[config.mk]
export PLATFORM = sky130hd
export DESIGN_NAME = sdram_avalon_arbiter
export DESIGN_NICKNAME = d
export VERILOG_FILES = /design/src/rtl/sdram_avalon_arbiter_pkg.sv /design/src/rtl/sdram_avalon_arbiter_tag_fifo.sv /design/src/rtl/sdram_avalon_arbiter.sv
export SDC_FILE = /design/constraint.sdc
export NUM_CORES = 1
export LEC_CHECK = 0
export BUFFER_PORTS_ARGS = -buffer_cell sky130_fd_sc_hd__buf_2
export CAP_MARGIN = 0
export CORE_AREA = 2 2 71 73
export DETAILED_ROUTE_END_ITERATION = 8
export DIE_AREA = 0 0 73 75
export MAX_ROUTING_LAYER = met4
export PLACE_DENSITY = 0.85
export SETUP_SLACK_MARGIN = 0.05
export SYNTH_ARGS = -nofsm -noshare
export SYNTH_HDL_FRONTEND = slang
export SYNTH_SLANG_ARGS = --single-unit
[constraint.sdc]
create_clock -name clk -period 3.5 [get_ports clk]
set_input_delay 0.525 -clock clk [delete_from_list [all_inputs] [get_ports clk]]
set_output_delay 0.525 -clock clk [all_outputs]
set_load 0.02 [all_outputs]
[src/rtl/sdram_avalon_arbiter_pkg.sv]
// Shared definitions for the SDRAM Avalon arbiter: master ids and default widths.
package sdram_avalon_arbiter_pkg;

  typedef enum logic {
    M0_ID = 1'b0,
    M1_ID = 1'b1
  } master_id_t;

  localparam int unsigned ADDR_W_DEF = 22;
  localparam int unsigned DATA_W_DEF = 16;
  localparam int unsigned BE_W_DEF   = 2;
  localparam int unsigned PEND_D_DEF = 8;

  // Round-robin tie break: the master not accepted last wins.
  function automatic master_id_t rr_pick(input master_id_t last);
    return (last == M0_ID) ? M1_ID : M0_ID;
  endfunction

endpackage

[src/rtl/sdram_avalon_arbiter_tag_fifo.sv]
// Synchronous tag FIFO recording the owner of each outstanding read.
module sdram_arb_tag_fifo #(
  parameter int unsigned WIDTH = 1,
  parameter int unsigned DEPTH = 8
) (
  input  logic                     clk,
  input  logic                     reset_n,
  input  logic                     push,
  input  logic [WIDTH-1:0]         din,
  input  logic                     pop,
  output logic [WIDTH-1:0]         dout,
  output logic                     full,
  output logic                     empty,
  output logic [$clog2(DEPTH):0]   count
);

  localparam int unsigned AW = $clog2(DEPTH);

  logic [WIDTH-1:0] mem [DEPTH];
  logic [AW:0]      wr_ptr;
  logic [AW:0]      rd_ptr;
  logic             do_push;
  logic             do_pop;

  assign do_push = push & ~full;
  assign do_pop  = pop & ~empty;

  always_ff @(posedge clk or negedge reset_n) begin
    if (!reset_n) begin
      wr_ptr <= '0;
      rd_ptr <= '0;
    end else begin
      if (do_push) wr_ptr <= wr_ptr + 1'b1;
      if (do_pop)  rd_ptr <= rd_ptr + 1'b1;
    end
  end

  always_ff @(posedge clk) begin
    if (do_push) mem[wr_ptr[AW-1:0]] <= din;
  end

  assign dout  = mem[rd_ptr[AW-1:0]];
  assign empty = (wr_ptr == rd_ptr);
  assign full  = (wr_ptr[AW] != rd_ptr[AW]) && (wr_ptr[AW-1:0] == rd_ptr[AW-1:0]);
  assign count = wr_ptr - rd_ptr;

endmodule

[src/rtl/sdram_avalon_arbiter.sv]
// Two-master round-robin arbiter in front of the SDRAM controller slave port,
// with combinational command pass-through and in-order read-data steering.
module sdram_avalon_arbiter
  import sdram_avalon_arbiter_pkg::*;
#(
  parameter int unsigned ADDR_W = ADDR_W_DEF,
  parameter int unsigned DATA_W = DATA_W_DEF,
  parameter int unsigned BE_W   = BE_W_DEF,
  parameter int unsigned PEND_D = PEND_D_DEF
) (
  input  logic              clk,
  input  logic              reset_n,
  input  logic              m0_rd_n,
  input  logic              m0_wr_n,
  input  logic [ADDR_W-1:0] m0_addr,
  input  logic [DATA_W-1:0] m0_data,
  input  logic [BE_W-1:0]   m0_be_n,
  output logic              m0_wait_req,
  output logic              m0_valid,
  output logic [DATA_W-1:0] m0_rdata,
  input  logic              m1_rd_n,
  input  logic              m1_wr_n,
  input  logic [ADDR_W-1:0] m1_addr,
  input  logic [DATA_W-1:0] m1_data,
  input  logic [BE_W-1:0]   m1_be_n,
  output logic              m1_wait_req,
  output logic              m1_valid,
  output logic [DATA_W-1:0] m1_rdata,
  output logic              s_rd_n,
  output logic              s_wr_n,
  output logic [ADDR_W-1:0] s_addr,
  output logic [DATA_W-1:0] s_data,
  output logic [BE_W-1:0]   s_be_n,
  input  logic              s_wait_req,
  input  logic              s_valid,
  input  logic [DATA_W-1:0] s_rdata,
  output logic [1:0]        o_grant,
  output logic              o_error
);

  localparam int unsigned CNT_W = $clog2(PEND_D) + 1;

  master_id_t rr_last, lock_id, gnt_id, head_id;
  logic       lock_vld, gnt_vld, req0, req1;
  logic       g_rd_n, g_wr_n, g_rd, g_wr, accept;
  logic       fifo_full, fifo_empty;
  logic [0:0] fifo_dout;
  logic [CNT_W-1:0] fifo_count;

  assign req0 = ~m0_rd_n | ~m0_wr_n;
  assign req1 = ~m1_rd_n | ~m1_wr_n;

  // A lock whose owner dropped its strobe is simply ignored, which is the abandon case.
  always_comb begin
    gnt_vld = 1'b1;
    gnt_id  = M0_ID;
    if (lock_vld && ((lock_id == M1_ID) ? req1 : req0)) gnt_id = lock_id;
    else if (req0 && req1)                               gnt_id = rr_pick(rr_last);
    else if (req1)                                       gnt_id = M1_ID;
    else if (!req0)                                      gnt_vld = 1'b0;
  end

  always_comb begin
    g_rd_n = 1'b1;
    g_wr_n = 1'b1;
    s_addr = '0;
    s_data = '0;
    s_be_n = '0;
    if (gnt_vld) begin
      g_rd_n = (gnt_id == M1_ID) ? m1_rd_n : m0_rd_n;
      g_wr_n = (gnt_id == M1_ID) ? m1_wr_n : m0_wr_n;
      s_addr = (gnt_id == M1_ID) ? m1_addr : m0_addr;
      s_data = (gnt_id == M1_ID) ? m1_data : m0_data;
      s_be_n = (gnt_id == M1_ID) ? m1_be_n : m0_be_n;
    end
  end

  assign g_rd   = gnt_vld & ~g_rd_n;
  assign g_wr   = gnt_vld & g_rd_n & ~g_wr_n;
  assign s_rd_n = ~(g_rd & ~fifo_full);
  assign s_wr_n = ~g_wr;
  assign accept = ~s_wait_req & (~s_rd_n | ~s_wr_n);

  assign o_grant = {gnt_vld & (gnt_id == M1_ID), gnt_vld & (gnt_id == M0_ID)};

  always_comb begin
    m0_wait_req = req0 ? 1'b1 : s_wait_req;
    m1_wait_req = req1 ? 1'b1 : s_wait_req;
    if (gnt_vld && gnt_id == M0_ID) m0_wait_req = s_wait_req | (g_rd & fifo_full);
    if (gnt_vld && gnt_id == M1_ID) m1_wait_req = s_wait_req | (g_rd & fifo_full);
  end

  assign head_id  = master_id_t'(fifo_dout);
  assign m0_valid = s_valid & ~fifo_empty & (head_id == M0_ID);
  assign m1_valid = s_valid & ~fifo_empty & (head_id == M1_ID);
  assign m0_rdata = s_rdata;
  assign m1_rdata = s_rdata;

  sdram_arb_tag_fifo #(
    .WIDTH (1),
    .DEPTH (PEND_D)
  ) u_tag_fifo (
    .clk     (clk),
    .reset_n (reset_n),
    .push    (accept & g_rd),
    .din     (gnt_id),
    .pop     (s_valid),
    .dout    (fifo_dout),
    .full    (fifo_full),
    .empty   (fifo_empty),
    .count   (fifo_count)
  );

  always_ff @(posedge clk or negedge reset_n) begin
    if (!reset_n) begin
      rr_last  <= M1_ID;
      lock_vld <= 1'b0;
      lock_id  <= M0_ID;
      o_error  <= 1'b0;
    end else begin
      lock_vld <= gnt_vld & ~accept;
      lock_id  <= gnt_id;
      if (accept) rr_last <= gnt_id;
      o_error  <= o_error | (s_valid & fifo_empty)
                | (~m0_rd_n & ~m0_wr_n) | (~m1_rd_n & ~m1_wr_n);
    end
  end

  a_count_bound: assert property (@(posedge clk) disable iff (!reset_n)
                                  fifo_count <= CNT_W'(PEND_D));

endmodule

Yosys cells after proc, flatten, opt, wreduce, memory -nomap -nowiden
Memory sizes are Yosys's and may differ from the RTL's.
Cells that the tools add are included.
{ "totals": {"reg_bits": 12, "elab_cells": 80, "in_bits": 104, "n_memories": 1, "ramBits": 8} }
{ "mem_list": {"columns": ["name", "words", "word_bits", "rd", "rd_ports_with_merged_regs", "write_ports", "line_no", "source"], "rows": [
  ["u_tag_fifo.mem", 8, 1, 1, 0, 1, "sdram_avalon_arbiter_tag_fifo.sv:19", "logic [WIDTH-1:0] mem [DEPTH];"]
]} }
{ "classes": {"mux": 25, "addsub": 2, "n_bitwise": 38, "n_eq_ne": 3, "reduce_logical": 5} }
{ "ops": {"columns": ["cell", "n"], "rows": [
  ["22-bit 2-to-1 mux", 2],
  ["16-bit 2-to-1 mux", 2],
  ["1-bit 2-to-1 mux", 19],
  ["1-bit bitwise AND", 17],
  ["1-bit NOT", 14],
  ["4-bit by 1-bit adder with 4-bit output, second input constant", 2],
  ["1-bit bitwise OR", 7],
  ["1-bit logical AND", 5],
  ["4-bit equality test", 1],
  ["2-bit 2-to-1 mux", 2],
  ["3-bit equality test", 1],
  ["1-bit inequality test", 1]
]} }

Logic depth before layout (Yosys ltp)
Gate-level depths: netlist of the first run.
{ "logic_depth": {"depth_word": 16, "depth_mapped": 6} }

Hierarchy
From an unflattened synthesis of the first run, not the netlist that was laid out.
{ "hier_totals": {"hier_cells": 201, "area_unflattened_um2": 1933.1} }
{ "by_module_without_submodules": {"columns": ["module", "n_inst", "seq_area_each_um2", "area_per_inst_um2", "cells_each"], "rows": [
  ["sdram_avalon_arbiter", 1, 101.3, 1068.5, 130],
  ["sdram_arb_tag_fifo", 1, 440.4, 864.6, 71]
]} }

Least setup slack after synthesis of the first run
OpenSTA, ideal clock, no wires.
{ "synth_path": {"path_kind": "reg2out", "startpoint": "register rr_last", "endpoint": "output s_addr[0]", "slack_ns": 1.368, "t_arrival_ns": 1.607, "stages_incl_launch_ff": 7, "required_time_ns": 2.975, "path_cell_list": "dfstp_2 nand2b_4 o21a_1 o21ai_2 clkinv_1 clkbuf_1 a22o_1"} }
{ "synth_via": {"elab_chain_len": 5} }
{ "synth_rtl": {"columns": ["item", "line_no", "source"], "rows": [
  ["start, declared", "sdram_avalon_arbiter.sv:43", "master_id_t rr_last, lock_id, gnt_id, head_id;"],
  ["start signal, assigned", "sdram_avalon_arbiter.sv:123", "if (accept) rr_last <= gnt_id;"],
  ["1-bit 2-to-1 mux", "sdram_avalon_arbiter_pkg.sv:16", "return (last == M0_ID) ? M1_ID : M0_ID;"],
  ["1-bit 2-to-1 mux", "sdram_avalon_arbiter.sv:58", "else if (req0 && req1) gnt_id = rr_pick(rr_last);"],
  ["1-bit 2-to-1 mux", "sdram_avalon_arbiter.sv:57", "if (lock_vld && ((lock_id == M1_ID) ? req1 : req0)) gnt_id = lock_id;"],
  ["22-bit 2-to-1 mux", "sdram_avalon_arbiter.sv:72", "s_addr = (gnt_id == M1_ID) ? m1_addr : m0_addr;"],
  ["22-bit 2-to-1 mux", "sdram_avalon_arbiter.sv:69", "if (gnt_vld) begin"],
  ["end, declared", "sdram_avalon_arbiter.sv:31", "output logic [ADDR_W-1:0] s_addr,"]
]} }
No other way between the ends.

Worst setup path in the final report of the first run
{ "layout_path": {"startpoint": "register rr_last", "endpoint": "output s_data[14]"} }
{ "layout_via": {"elab_chain_len": 5} }
{ "layout_rtl": {"columns": ["item", "line_no", "source"], "rows": [
  ["1-bit 2-to-1 mux", "sdram_avalon_arbiter_pkg.sv:16", null],
  ["1-bit 2-to-1 mux", "sdram_avalon_arbiter.sv:58", null],
  ["1-bit 2-to-1 mux", "sdram_avalon_arbiter.sv:57", null],
  ["16-bit 2-to-1 mux", "sdram_avalon_arbiter.sv:73", "s_data = (gnt_id == M1_ID) ? m1_data : m0_data;"],
  ["16-bit 2-to-1 mux", "sdram_avalon_arbiter.sv:69", null],
  ["end, declared", "sdram_avalon_arbiter.sv:32", "output logic [DATA_W-1:0] s_data,"]
]} }
No other way between the ends.

==> results of run 1 <==
-- worst max-delay path, stage by stage, from the launching register on --
cell and delay [ns]:
dfstp_2 0.56, nand2b_4 0.06, o21a_1 0.17, o21ai_2 0.21
clkinv_1 0.11, buf_4 0.23, a22o_1 0.31, buf_2 0.18
-- worst max-delay path by stage --
stage	start	slack (ns)	end	cells after the start
after floorplan	rr_last	1.37	s_addr[0]	6
after global placement	m0_wr_n	1.16	s_data[9]	7
after detailed placement	m0_wr_n	1.12	s_data[9]	7
after CTS	rr_last	0.90	s_data[9]	7
after global routing	rr_last	0.79	m1_wait_req	8
final	rr_last	0.88	s_data[14]	7
-- final cells by class --
cell class              count  area, sq um  share of cell area (%)
multi-input cells         107        882.1                   38.61
repair buffers            139        703.2                   30.78
clock buffers               3        41.29                   1.807
clock inverters             1        30.03                   1.314
flip-flops and latches     20        541.8                   23.71
inverters                   5        18.77                  0.8215
well taps                  54        67.56                   2.957
-- metal layers --
metal | track usage [%] | part of all wire, %
met3 | 14.73 | 17
met5 | - | 0
met4 | 2.881 | 0.39
met1 | 35.51 | 43
met2 | 28.13 | 40
-- cells by family after synthesis --
kind of cell | count (synthesis) | share of synthesized area (%)
XOR/XNOR | 10 | 4.993
AO/OA/AOI/OAI | 57 | 26.96
AND/OR/NAND/NOR | 32 | 11.41
flip-flops | 20 | 30.88
buffers and inverters | 49 | 19.04
adder cells (fa/ha/maj) | 2 | 1.426
multiplexers | 6 | 5.278
-- metrics by stage --
stage,total power (W),hold WS (ns)
2_1_floorplan,0.001247,0.2294
3_3_place_gp,0.001493,0.4146
3_5_place_dp,0.001525,0.4232
4_1_cts,0.001766,0.1363
5_1_grt,0.001869,0.1467
6_report,0.001755,0.1303
-- state kept, by name (all words and copies together) (netlist names) --
| signal | cells |
|---|---|
| rr_last | 1 |
| lock_vld | 1 |
| u_tag_fifo.rd_ptr | 4 |
| lock_id | 1 |
| u_tag_fifo.wr_ptr | 4 |
| o_error | 1 |
| u_tag_fifo.mem | 8 |
-- cell usage in the layout, fill, tap and decap left out, types with 2 or more instances in the layout --
cell type / Yosys / routed
xor2_1: 3 / 3
dfrtp_1: 11 / 11
a21o_1: 2 / 2
clkbuf_8: 2 / 3
nor2_1: 9 / 9
a22o_1: 40 / 40
nor4b_1: 2 / 2
xnor2_1: 7 / 7
inv_1: 4 / 4
nand3_1: 2 / 2
buf_2: 2 / 136
mux2_2: 2 / 2
nand2_1: 6 / 6
o21ai_0: 7 / 7
and3_1: 2 / 2
edfxtp_1: 8 / 8
ha_1: 2 / 2
mux4_2: 2 / 2
buf_4: 34 / 3
-- where the power goes --
| part | internal (W) | total [W] | switching, W |
|---|---|---|---|
| sequential | 0.000331 | 0.000439 | 0.000108 |
| clock | 0.000153 | 0.000232 | 0.0000798 |
| combinational | 0.000448 | 0.00108 | 0.000636 |
==> flow_results.org, run 1 <==
** Layout
- Fill cell total of the finished layout :: 450
- Count of inserted antenna diode cells :: 0
- Post-layout instance area :: 0.002285 sq mm
- At the end of the flow the core is filled with cells to 49.02%.
- Fraction of final layout cells sized beyond drive strength 1 :: 56.73%
- Area overhead of the layout relative to synthesis :: 30.24%
- Filler-free cell count of the finished design :: 329
- Final net count :: 382

** Global route
- Antenna violations before repair :: 0
- The via count of the first global-routing pass came to 1532.
- Aggregate global routing overflow :: 0
- The first global-routing pass estimated 9.204 mm of wire.
- Overall routing resource usage :: 24.24%
- Entering global routing, the biggest net connects 42 pins.

** Placed design
- Cell Area, Placed :: 0.002213 sq mm
- Placement Setup Slack :: 1.123 ns
- DPL Wire Length :: 5.807 mm
- Last weighted congestion value of the routability-driven placer :: 0.8904
- Post-Place Cells :: 325
- Count of buffers from port buffering :: 136

** Yosys
- Share of flip-flops with an asynchronous set or reset :: 60.00%
- For this run, the register share of the synthesized area comes to 30.88%.
- Among all cell types in the netlist, the one instantiated most often is a22o_1.
- Synthesis produced a netlist whose cell count is 176.
- The number of different library cells used by synthesis comes to 43.
- Yosys top cell area share :: 19.97%
- Post-Synthesis Cell Area :: 0.001754 sq mm
- Syn_area_per_cell :: 9.967 sq um
- Cell type with the largest total area after synthesis :: a22o_1
- In this run, synthesis inferred 8 flip-flops with an integrated enable.
- For this run, the leading register cell type out of synthesis is dfrtp_1.
- Ranked by instance count, the synthesized netlist is headed by a22o_1 (40), buf_4 (34), dfrtp_1 (11).
- In this run, synthesis produced a sequential element count of 20.
- Ranked by total cell area, the synthesized netlist is headed by a22o_1 (20%), dfrtp_1 (16%), buf_4 (15%).
- Synthesis produced a netlist with a net count of 282.
- Yosys synthesis warning count :: 0

** Routing
- Dividing the detail-routed wire length by the instance count gives 20.95 um.
- For this run, design rule violations remaining after detail routing come to 0.
- After detailed routing, the number of vias per cell comes to 5.471.
- Length of the first detailed-routing pass in iterations :: 4
- Via count :: 1800
- DRT Wirelength :: 6.892 mm
- Drt initial violations :: 106
- In this run the remaining antenna-violating nets after routing total 0.

** Floorplanning
- The die is 75 um tall.
- Area enclosed by the die boundary :: 0.005475 sq mm
- Core footprint :: 0.004661 sq mm
- Count of boundary I/O pins :: 185
- The initialized floorplan defines 25 standard-cell rows.
- For this configuration, the core starts out at a cell density of 37.64%.
- X dimension of the die :: 73 um

** Timing
- TNS Setup :: 0 ns
- Final-report hold violation count :: 0
- Static timing analysis puts the maximum clock frequency at 381.3 MHz.
- For the pin with the worst max-slew slack, the measured transition is 0.4332 ns.
- Worst setup skew after layout :: 0.005220 ns
- Time the worst path needs with I/O delays and setup :: 2.623 ns
- Final setup violation count :: 0
- Worst path setup slack after routing :: 0.8771 ns
- Headroom to the max-slew limit came out at 70.81%.
- Unrepaired setup endpoints after global routing :: no
- Final clock period utilization by the worst path :: 74.94%
- Number of max-slew violations in the final report :: 0

** Worst setup path
- CP Class :: flip-flop to primary output
- Worst path arrival time :: 2.10 ns
- Setup slack on the worst reg-to-reg path comes out at 1.50 ns.
- The worst setup path is captured at a primary output.
- Depth of the most critical reg-to-reg path :: 5
- Reg-to-reg endpoint :: u_tag_fifo.mem[4]
- For the worst setup path, the data required time is 2.97 ns.
- Along the worst path, the maximum fanout reaches 25.
- CP startpoint kind :: flip-flop
- The worst register-to-register path begins at u_tag_fifo.wr_ptr[1].

** Clock network
- TritonCTS clock tree :: yes
- At the later pin of the worst-skew pair, clock insertion delay measures 0.26 ns.
- Buffers from clock root to sink, at most :: 2
- Buffers inserted to repair hold after CTS numbered 0.
- After clock tree synthesis, the setup repair step added 0 buffers.
- CTS built an H-tree with a depth of 1.
- The root buffer cell chosen for the clock tree is clkbuf_8.
- Clock-pin slew was measured on the worst setup and hold paths at 0.08 ns.
- In this run, CTS created clock tree buffers numbering 3.
- Post-CTS resize count :: 0
- Clk sink count :: 20

** Power and ir drop
- Power per standard cell area :: 768.1 mW/mm^2
- Standby leakage power :: 1.196 nW
- The worst-case IR drop observed on VDD is 0.2755 mV.

** Worst hold path
- Worst hold-check path type :: input pin to async pin

** Run
- Max-cap violations in this run came to 0.

** Status
- Result of the run :: finished, final reports clean
No activity file was read; power rests on OpenSTA's default activity.
==> inputs of run 2 (changes only) <==
--- a/config.mk
+++ b/config.mk
@@ -5,13 +5,15 @@
 export SDC_FILE = /design/constraint.sdc
 export NUM_CORES = 1
 export LEC_CHECK = 0
+export ABC_AREA = 1
 export BUFFER_PORTS_ARGS = -buffer_cell sky130_fd_sc_hd__buf_2
 export CAP_MARGIN = 0
-export CORE_AREA = 2 2 71 73
+export CORE_ASPECT_RATIO = 1.5
+export CORE_MARGIN = 1.5
+export CORE_UTILIZATION = 36
 export DETAILED_ROUTE_END_ITERATION = 8
-export DIE_AREA = 0 0 73 75
 export MAX_ROUTING_LAYER = met4
-export PLACE_DENSITY = 0.85
+export PLACE_DENSITY = 0.81
 export SETUP_SLACK_MARGIN = 0.05
 export SYNTH_ARGS = -nofsm -noshare
 export SYNTH_HDL_FRONTEND = slang
==> constraint.sdc (replaced) <==
create_clock -name clk -period 2.5 [get_ports clk]
set_input_delay 0.375 -clock clk [delete_from_list [all_inputs] [get_ports clk]]
set_output_delay 0.375 -clock clk [all_outputs]
set_load 0.02 [all_outputs]
==> flow_results.org, run 2 <==
** Power and ir drop
- The worst-case vdd ir drop came to 0.3995 mV (+45%).
- The internal cell power came to 0.001279 W (+37%).
- The power after layout was 0.002768 W (+58%).
- Power per standard cell area :: 1173 mW/mm^2 (+53%)
- Standby leakage power :: 1.291 nW (+8.0%)
- The combinational group share of total power was 71.0% (+9.3 points).
- Power share of the clock group :: 7.4% (-5.8 points)
- Switching share of total power :: 53.79% (+6.9 points)
- Power share of the sequential group :: 21.6% (-3.4 points)
- Switching power total :: 0.001489 W (+81%)

** Layout
- Final Util :: 48.67% (-0.35 points)
- Post-layout instance area :: 0.002360 sq mm (+3.3%)
- The flip-flop count of the largest register, all copies and words added is 8 (unchanged).
- Area overhead of the layout relative to synthesis :: 29.98%
- Leaving out fill and tap cells, the most frequent cell in the layout is buf_2.
- The fraction of final layout cells with drive strength greater than 1 was 48.15% (-8.6 points).
- Most frequent cells in the layout :: buf_2 (136), a22o_1 (40), nand2_1 (35)
- The fill cell instance count of the final layout is 502 (+12%).
- Count of inserted antenna diode cells :: 0 (unchanged)
- Final net count :: 431 (+13%)

** Yosys
- Top FF cell, synth :: dfrtp_1
- Synth top area cells :: a22o_1 (19%), dfrtp_1 (15%), buf_4 (14%)
- Top cells by instance count after synthesis :: a22o_1 (40), nand2_1 (35), buf_4 (33)
- The flop and latch count out of synthesis was 20 (unchanged).
- Yosys synthesis warning count :: 0 (unchanged)
- Cell type with the largest total area after synthesis :: a22o_1
- The net count after synthesis was 330 (+17%).
- Share of flip-flops with an asynchronous set or reset :: 60.00% (unchanged)
- Syn_area_per_cell :: 8.105 sq um (-19%)
- The count of distinct cell types in the synthesized netlist is 29 (-33%).
- Number of standard cells after synthesis :: 224 (+27%)
- The sequential fraction of the synthesis area was 29.84% (-1.0 points).
- The number of enable-type register cells in the synthesized netlist came to 8 (unchanged).
- Dominant cell by count in the synthesized netlist :: a22o_1
- The area share of the leading cell type in the synthesized netlist came to 19.30% (-0.67 points).
- Post-Synthesis Cell Area :: 0.001815 sq mm (+3.5%)

** Global route
- The initial antenna violation count is 0 (unchanged).
- The total global routing overflow was 0 (unchanged).
- The pin count of the biggest net entering global routing came to 42 (unchanged).
- Overall routing resource usage :: 24.17% (-0.072 points)
- The via count of the first global-routing pass is 1955 (+28%).
- First-pass GRT wire length :: 9.522 mm (+3.5%)

** Clock network
- TritonCTS clock tree :: yes
- TritonCTS Buffers :: 3 (unchanged)
- Clock root buffer :: clkbuf_8
- Clk sink count :: 20 (unchanged)
- Post-CTS resize count :: 0 (unchanged)
- The count of buffers added by post-CTS timing repair for setup was 0 (unchanged).
- Clock latency on the worst-skew pair :: 0.25 ns (about the same)
- Clk slew on worst S/H paths :: 0.06 ns (-0.02 ns)
- The maximum clock insertion buffer count was 2 (unchanged).
- Depth of the CTS H-tree :: 1 (unchanged)

** Run
- Max_cap viols :: 0 (unchanged)

** Timing
- Unrepaired setup endpoints after global routing :: no
- TNS Setup :: 0 ns (unchanged)
- The worst relative slew slack was 79.51% (+8.7 points).
- Final clock period utilization by the worst path :: 92.65%
- Derived from the worst setup path, the maximum achievable clock frequency is 431.7 MHz.
- The worst-margin pin slew was 0.3073 ns (-0.1259 ns).
- The worst path needs 2.316 ns of the cycle, external delays included.
- Final setup violation count :: 0 (unchanged)
- Worst setup skew after layout :: 0.004090 ns (-0.001130 ns)
- The final hold violation count is 0 (unchanged).
- Hold WS :: 0.3990 ns (+0.2687 ns)
- The number of max-slew violations in the final report is 0 (unchanged).

** Worst setup path
- Worst path arrival time :: 1.94 ns (-0.16 ns)
- The endpoint required time on the critical path is 2.12 ns (-0.85 ns).
- The startpoint identified for the worst register-to-register timing path is lock_id.
- The slack of the worst reg-to-reg path came to 0.56 ns (-0.94 ns).
- The worst setup path is captured at a primary output.
- Launch point of the worst path :: lock_id
- In this run the worst setup path terminates at s_data[0].
- The worst setup path is of the flip-flop to primary output kind.
- The largest fanout on the critical path was 41 (+64%).
- STA classifies the critical path startpoint as a flip-flop.
- The number of cells on the worst reg-to-reg path is 10 (+5).
- The worst register-to-register path ends at u_tag_fifo.mem[2].

** Placed design
- DPL Wire Length :: 5.493 mm (-5.4%)
- The total of buffers placed on input and output ports came to 136 (unchanged).
- The standard cell area after detailed placement was 0.002305 sq mm (+4.1%).
- Last weighted congestion value of the routability-driven placer :: 0.8645 (-2.9%)

** Floorplanning
- The total number of placement rows came to 31 (+24%).
- Area enclosed by the die boundary :: 0.005487 sq mm (+0.21%)
- Starting Density :: 37.45% (-0.19 points)
- Core footprint :: 0.004848 sq mm (+4.0%)
- The die outline width is 60.98 um (-16%).
- Vert. Die Dim :: 89.98 um (+20%)
- The I/O pin count is 185 (unchanged).

** Routing
- Length of the first detailed-routing pass in iterations :: 4 (unchanged)
- The remaining design rule violation count came to 0 (unchanged).
- DRT Wirelength :: 6.393 mm (-7.2%)
- Drt initial violations :: 181 (+71%)
- The overall via count from detail_route is 2005 (+11%).
- Wirelength per Cell :: 16.39 um (-22%)
- Via count normalized by instance count :: 5.141 (-6.0%)
- Post-route ant nets :: 0 (unchanged)

** Status
- The run finished with clean final reports.

** Worst hold path
- The path class of the tightest hold or removal check is input pin to flip-flop.
## run 2: kinds of logic (layout without fill, tap and decap cells)
family | after synthesis | in the layout | synth area share [%]
AO/OA/AOI/OAI | 50 | 50 | 22.54
XOR/XNOR | 6 | 6 | 2.895
adder cells (fa/ha/maj) | 2 | 2 | 1.378
buffers and inverters | 62 | 162 | 20.74
flip-flops | 20 | 20 | 29.84
multiplexers | 1 | 1 | 0.5514
AND/OR/NAND/NOR | 83 | 83 | 22.05
## run 2: worst max-delay path, cell delays in order, from the launching register on
cell and delay [ns]:
dfrtp_1 0.40, nand3_1 0.12, nand3_1 0.15, nand2_4 0.13, nand2_2 0.07, nor2_2 0.13
buf_12 0.21, a22o_1 0.25, buf_2 0.20
## run 2: through the flow
step	std cells	setup WS, ns
detailed placement	385	0.3842
global placement	385	0.4231
floorplan	224	0.6837
CTS	390	0.2244
finish	390	0.1837
global route	390	0.1199
## run 2: worst min path at each step
stage               depth (start not counted)     from              endpoint  slack, ns
global placement                            1  reset_n  u_tag_fifo.rd_ptr[2]       0.27
floorplan                                   0  reset_n               lock_id       0.08
finish                                      2  m0_wr_n               o_error       0.40
global route                                2  m0_wr_n               o_error       0.40
CTS                                         2  m0_wr_n               o_error       0.40
detailed placement                          1  reset_n  u_tag_fifo.rd_ptr[2]       0.27
## run 2: routing by layer
layer  GRT usage (%)  wire length [um]  vias up
met5               -                 0        -
met2           39.34              3065      126
met3           4.029               723       20
met4           9.420               172        0
met1           28.87              2431      900
li1                -                 -      959
## run 2: power by group through the flow
stage                     logic, W  clock network (W)  registers [W]
after floorplan            0.00149                  0       0.000527
after detailed placement   0.00196                  0       0.000601
after global routing       0.00214           0.000224       0.000609
after global placement     0.00192                  0       0.000595
final                      0.00196           0.000204       0.000598
after CTS                  0.00197           0.000209       0.000595
## run 2: cell type report
cell class              instances  area [sq um]  share of cell area, %
multi-input cells             142         897.1                  38.02
well taps                      66         82.58                  3.499
clock buffers                   3         41.29                  1.750
flip-flops and latches         20         541.8                  22.96
inverters                      18         67.56                  2.863
clock inverters                 1         3.754                 0.1591
repair buffers                140         725.7                  30.75
## run 2: what timing repair did
item,CTS,global route
setup endpoints to repair,0,0
hold buffers,1,0
endpoints found under the hold margin,11,0
==> inputs of run 3 (changes only) <==
--- a/config.mk
+++ b/config.mk
@@ -12,7 +12,6 @@
 export CORE_MARGIN = 1.5
 export CORE_UTILIZATION = 36
 export DETAILED_ROUTE_END_ITERATION = 8
-export MAX_ROUTING_LAYER = met4
 export PLACE_DENSITY = 0.81
 export SETUP_SLACK_MARGIN = 0.05
 export SYNTH_ARGS = -nofsm -noshare
==> flow_results.org, run 3 (synthesis gave the netlist of run 2 again) <==
** Worst setup path
- Reg-to-reg endpoint :: u_tag_fifo.mem[2]
- Sort of element at the end of the critical path :: primary output
- Depth of the most critical reg-to-reg path :: 11 (+1)
- Minimum setup slack among reg-to-reg paths :: 0.59 ns (+0.03 ns)
- Crit Path Max Fanout :: 41 (unchanged)
- Data required, critical path :: 2.12 ns (about the same)
- CP Class :: flip-flop to primary output
- The startpoint identified for the worst register-to-register timing path is rr_last.
- In this run the worst setup path begins at rr_last.
- CP startpoint kind :: flip-flop
- The critical path arrival was 1.91 ns (-0.03 ns).

** Worst hold path
- Worst hold-check path type :: input pin to flip-flop
- Startpoint of the tightest hold check path :: m0_wr_n
- Worst hold path cell count :: 2 (unchanged)
- The path with the worst hold slack has its endpoint at o_error.

** Clock network
- TritonCTS clock tree :: yes
- The number of clock buffers inserted by TritonCTS came to 3 (unchanged).
- Post-CTS resize count :: 0 (unchanged)
- Clk sink count :: 20 (unchanged)
- The count of buffers added by post-CTS timing repair for setup is 0 (unchanged).
- Clock latency on the worst-skew pair :: 0.26 ns (about the same)
- The clock-pin slew of the registers on the worst-case setup and hold paths came to 0.07 ns (about the same).
- Clock root buffer :: clkbuf_8
- Buffers from clock root to sink, at most :: 2 (unchanged)
- The number of hold buffers added after CTS came to 1 (unchanged).
- Depth of the CTS H-tree :: 1 (unchanged)

** Global route
- Aggregate global routing overflow :: 0 (unchanged)
- Antenna violations before repair :: 0 (unchanged)
- Overall routing resource usage :: 23.50% (-0.67 points)
- Largest net degree at the start of global routing :: 42 (unchanged)
- The via count of the first global-routing pass is 1954 (-0.051%).
- First-pass GRT wire length :: 9.487 mm (-0.37%)

** Layout
- The number of antenna diodes is 0 (unchanged).
- Most frequent cells in the layout :: buf_2 (136), a22o_1 (40), nand2_1 (35)
- Fraction of final layout cells sized beyond drive strength 1 :: 48.15% (unchanged)
- The flip-flop count of the largest register, all copies and words added was 8 (unchanged).
- The area of combinational cells with multiple inputs came to 897.1 sq um (unchanged).
- Area overhead of the layout relative to synthesis :: 29.98% (unchanged)
- The fill cell instance count of the final layout came to 502 (unchanged).
- The sequential cell area was 541.8 sq um (unchanged).
- Final net count :: 431 (unchanged)
- Leaving out fill and tap cells, the most frequent cell in the layout is buf_2.

** Placed design
- Last weighted congestion value of the routability-driven placer :: 0.8510 (-1.6%)
- DPL Wire Length :: 5.493 mm (unchanged)
- Placement Setup Slack :: 0.3842 ns (unchanged)
- The total of buffers placed on input and output ports was 136 (unchanged).

** Timing
- The worst hold slack came to 0.3987 ns (-0.0003180 ns).
- The worst-margin pin slew came to 0.3043 ns (-0.003064 ns).
- Worst setup skew after layout :: 0.004878 ns (+0.0007882 ns)
- Setup repair after global routing left no endpoint under its margin.
- The part of the cycle the worst path needs came to 91.26% (-1.4 points).
- TNS Setup :: 0 ns (unchanged)
- The number of max-slew violations in the final report was 0 (unchanged).
- Worst path setup slack after routing :: 0.2184 ns (+0.03479 ns)
- Final-report hold violation count :: 0 (unchanged)
- The final count of negative-setup-slack endpoints was 0 (unchanged).
- Worst slew margin :: 79.71% (+0.20 points)
- The final critical delay including setup and external delays is 2.282 ns (-0.03479 ns).
- Max Clock Freq :: 438.3 MHz (+1.5%)

** Routing
- Drt initial violations :: 173 (-4.4%)
- Via count normalized by instance count :: 5.115 (-0.50%)
- Via count :: 1995 (-0.50%)
- The number of nets still failing antenna checks after routing is 0 (unchanged).
- Wirelength per Cell :: 16.29 um (-0.63%)
- Length of the first detailed-routing pass in iterations :: 4 (unchanged)
- Number of remaining DRC errors :: 0 (unchanged)
- The total detailed-routing wirelength is 6.353 mm (-0.63%).

** Power and ir drop
- Max rail drop VDD :: 0.3995 mV (about the same)
- Power per standard cell area :: 1174 mW/mm^2 (+0.10%)
- The leakage component of the power was 1.291 nW (unchanged).

** Floorplanning
- The total number of placement rows came to 31 (unchanged).
- Starting Density :: 37.45% (unchanged)
- Core footprint :: 0.004848 sq mm (unchanged)
- Vert. Die Dim :: 89.98 um (unchanged)
- Count of boundary I/O pins :: 185 (unchanged)
- The floorplan die area was 0.005487 sq mm (unchanged).
- X dimension of the die :: 60.98 um (unchanged)

** Run
- Max_cap viols :: 0 (unchanged)

** Status
- The run finished with clean final reports.
[run 3: cell counts in the layout (fill, tap and decap cells not counted)]
Identical to the previous run, type by type.
[run 3: metrics by stage]
stage | instance area (sq um) | util (%) | total power [W] | instances
after floorplan | 1815 | - | 0.002013 | 224
after global placement | 2305 | 47.54 | 0.002513 | 385
after detailed placement | 2305 | 47.54 | 0.002562 | 385
after CTS | 2360 | 48.67 | 0.002774 | 390
after global routing | 2360 | 48.67 | 0.002976 | 390
final | 2360 | 48.67 | 0.002770 | 390
[run 3: worst max-delay path: stages (launching register included)]
cell and delay [ns]:
dfstp_2 0.53, nand2_1 0.05, nand2_1 0.08, inv_2 0.05, nand2_4 0.07, nand2_2 0.07, nor2_2 0.13, buf_12 0.21
a22o_1 0.23, buf_2 0.20
[run 3: final cells by class]
cell class	instances	area share, %
Multi-Input combinational cell	142	38.02
Timing Repair Buffer	140	30.75
Sequential cell	20	22.96
Tap cell	66	3.499
Inverter	18	2.863
Clock buffer	3	1.750
Clock inverter	1	0.1591
[run 3: how the worst max path moves through the flow]
stage	end	slack, ns	cells after the start
after CTS	s_data[0]	0.22	8
after global routing	s_data[14]	0.12	9
after global placement	s_data[0]	0.42	11
final	s_data[11]	0.22	9
after floorplan	s_addr[12]	0.68	8
after detailed placement	s_data[0]	0.38	9
[run 3: metal layers]
layer / vias up / share of wire, % / global-route usage, %
met4: 0 / 2.6 / 9.601
li1: 954 / - / -
met5: - / 0 / 0
met1: 886 / 39 / 28.96
met2: 137 / 48 / 39.07
met3: 18 / 9.9 / 3.885
[run 3: power breakdown]
group / internal [W] / switching, W
clock: 0.000109 / 0.0000992
sequential: 0.000462 / 0.000136
combinational: 0.000708 / 0.00126
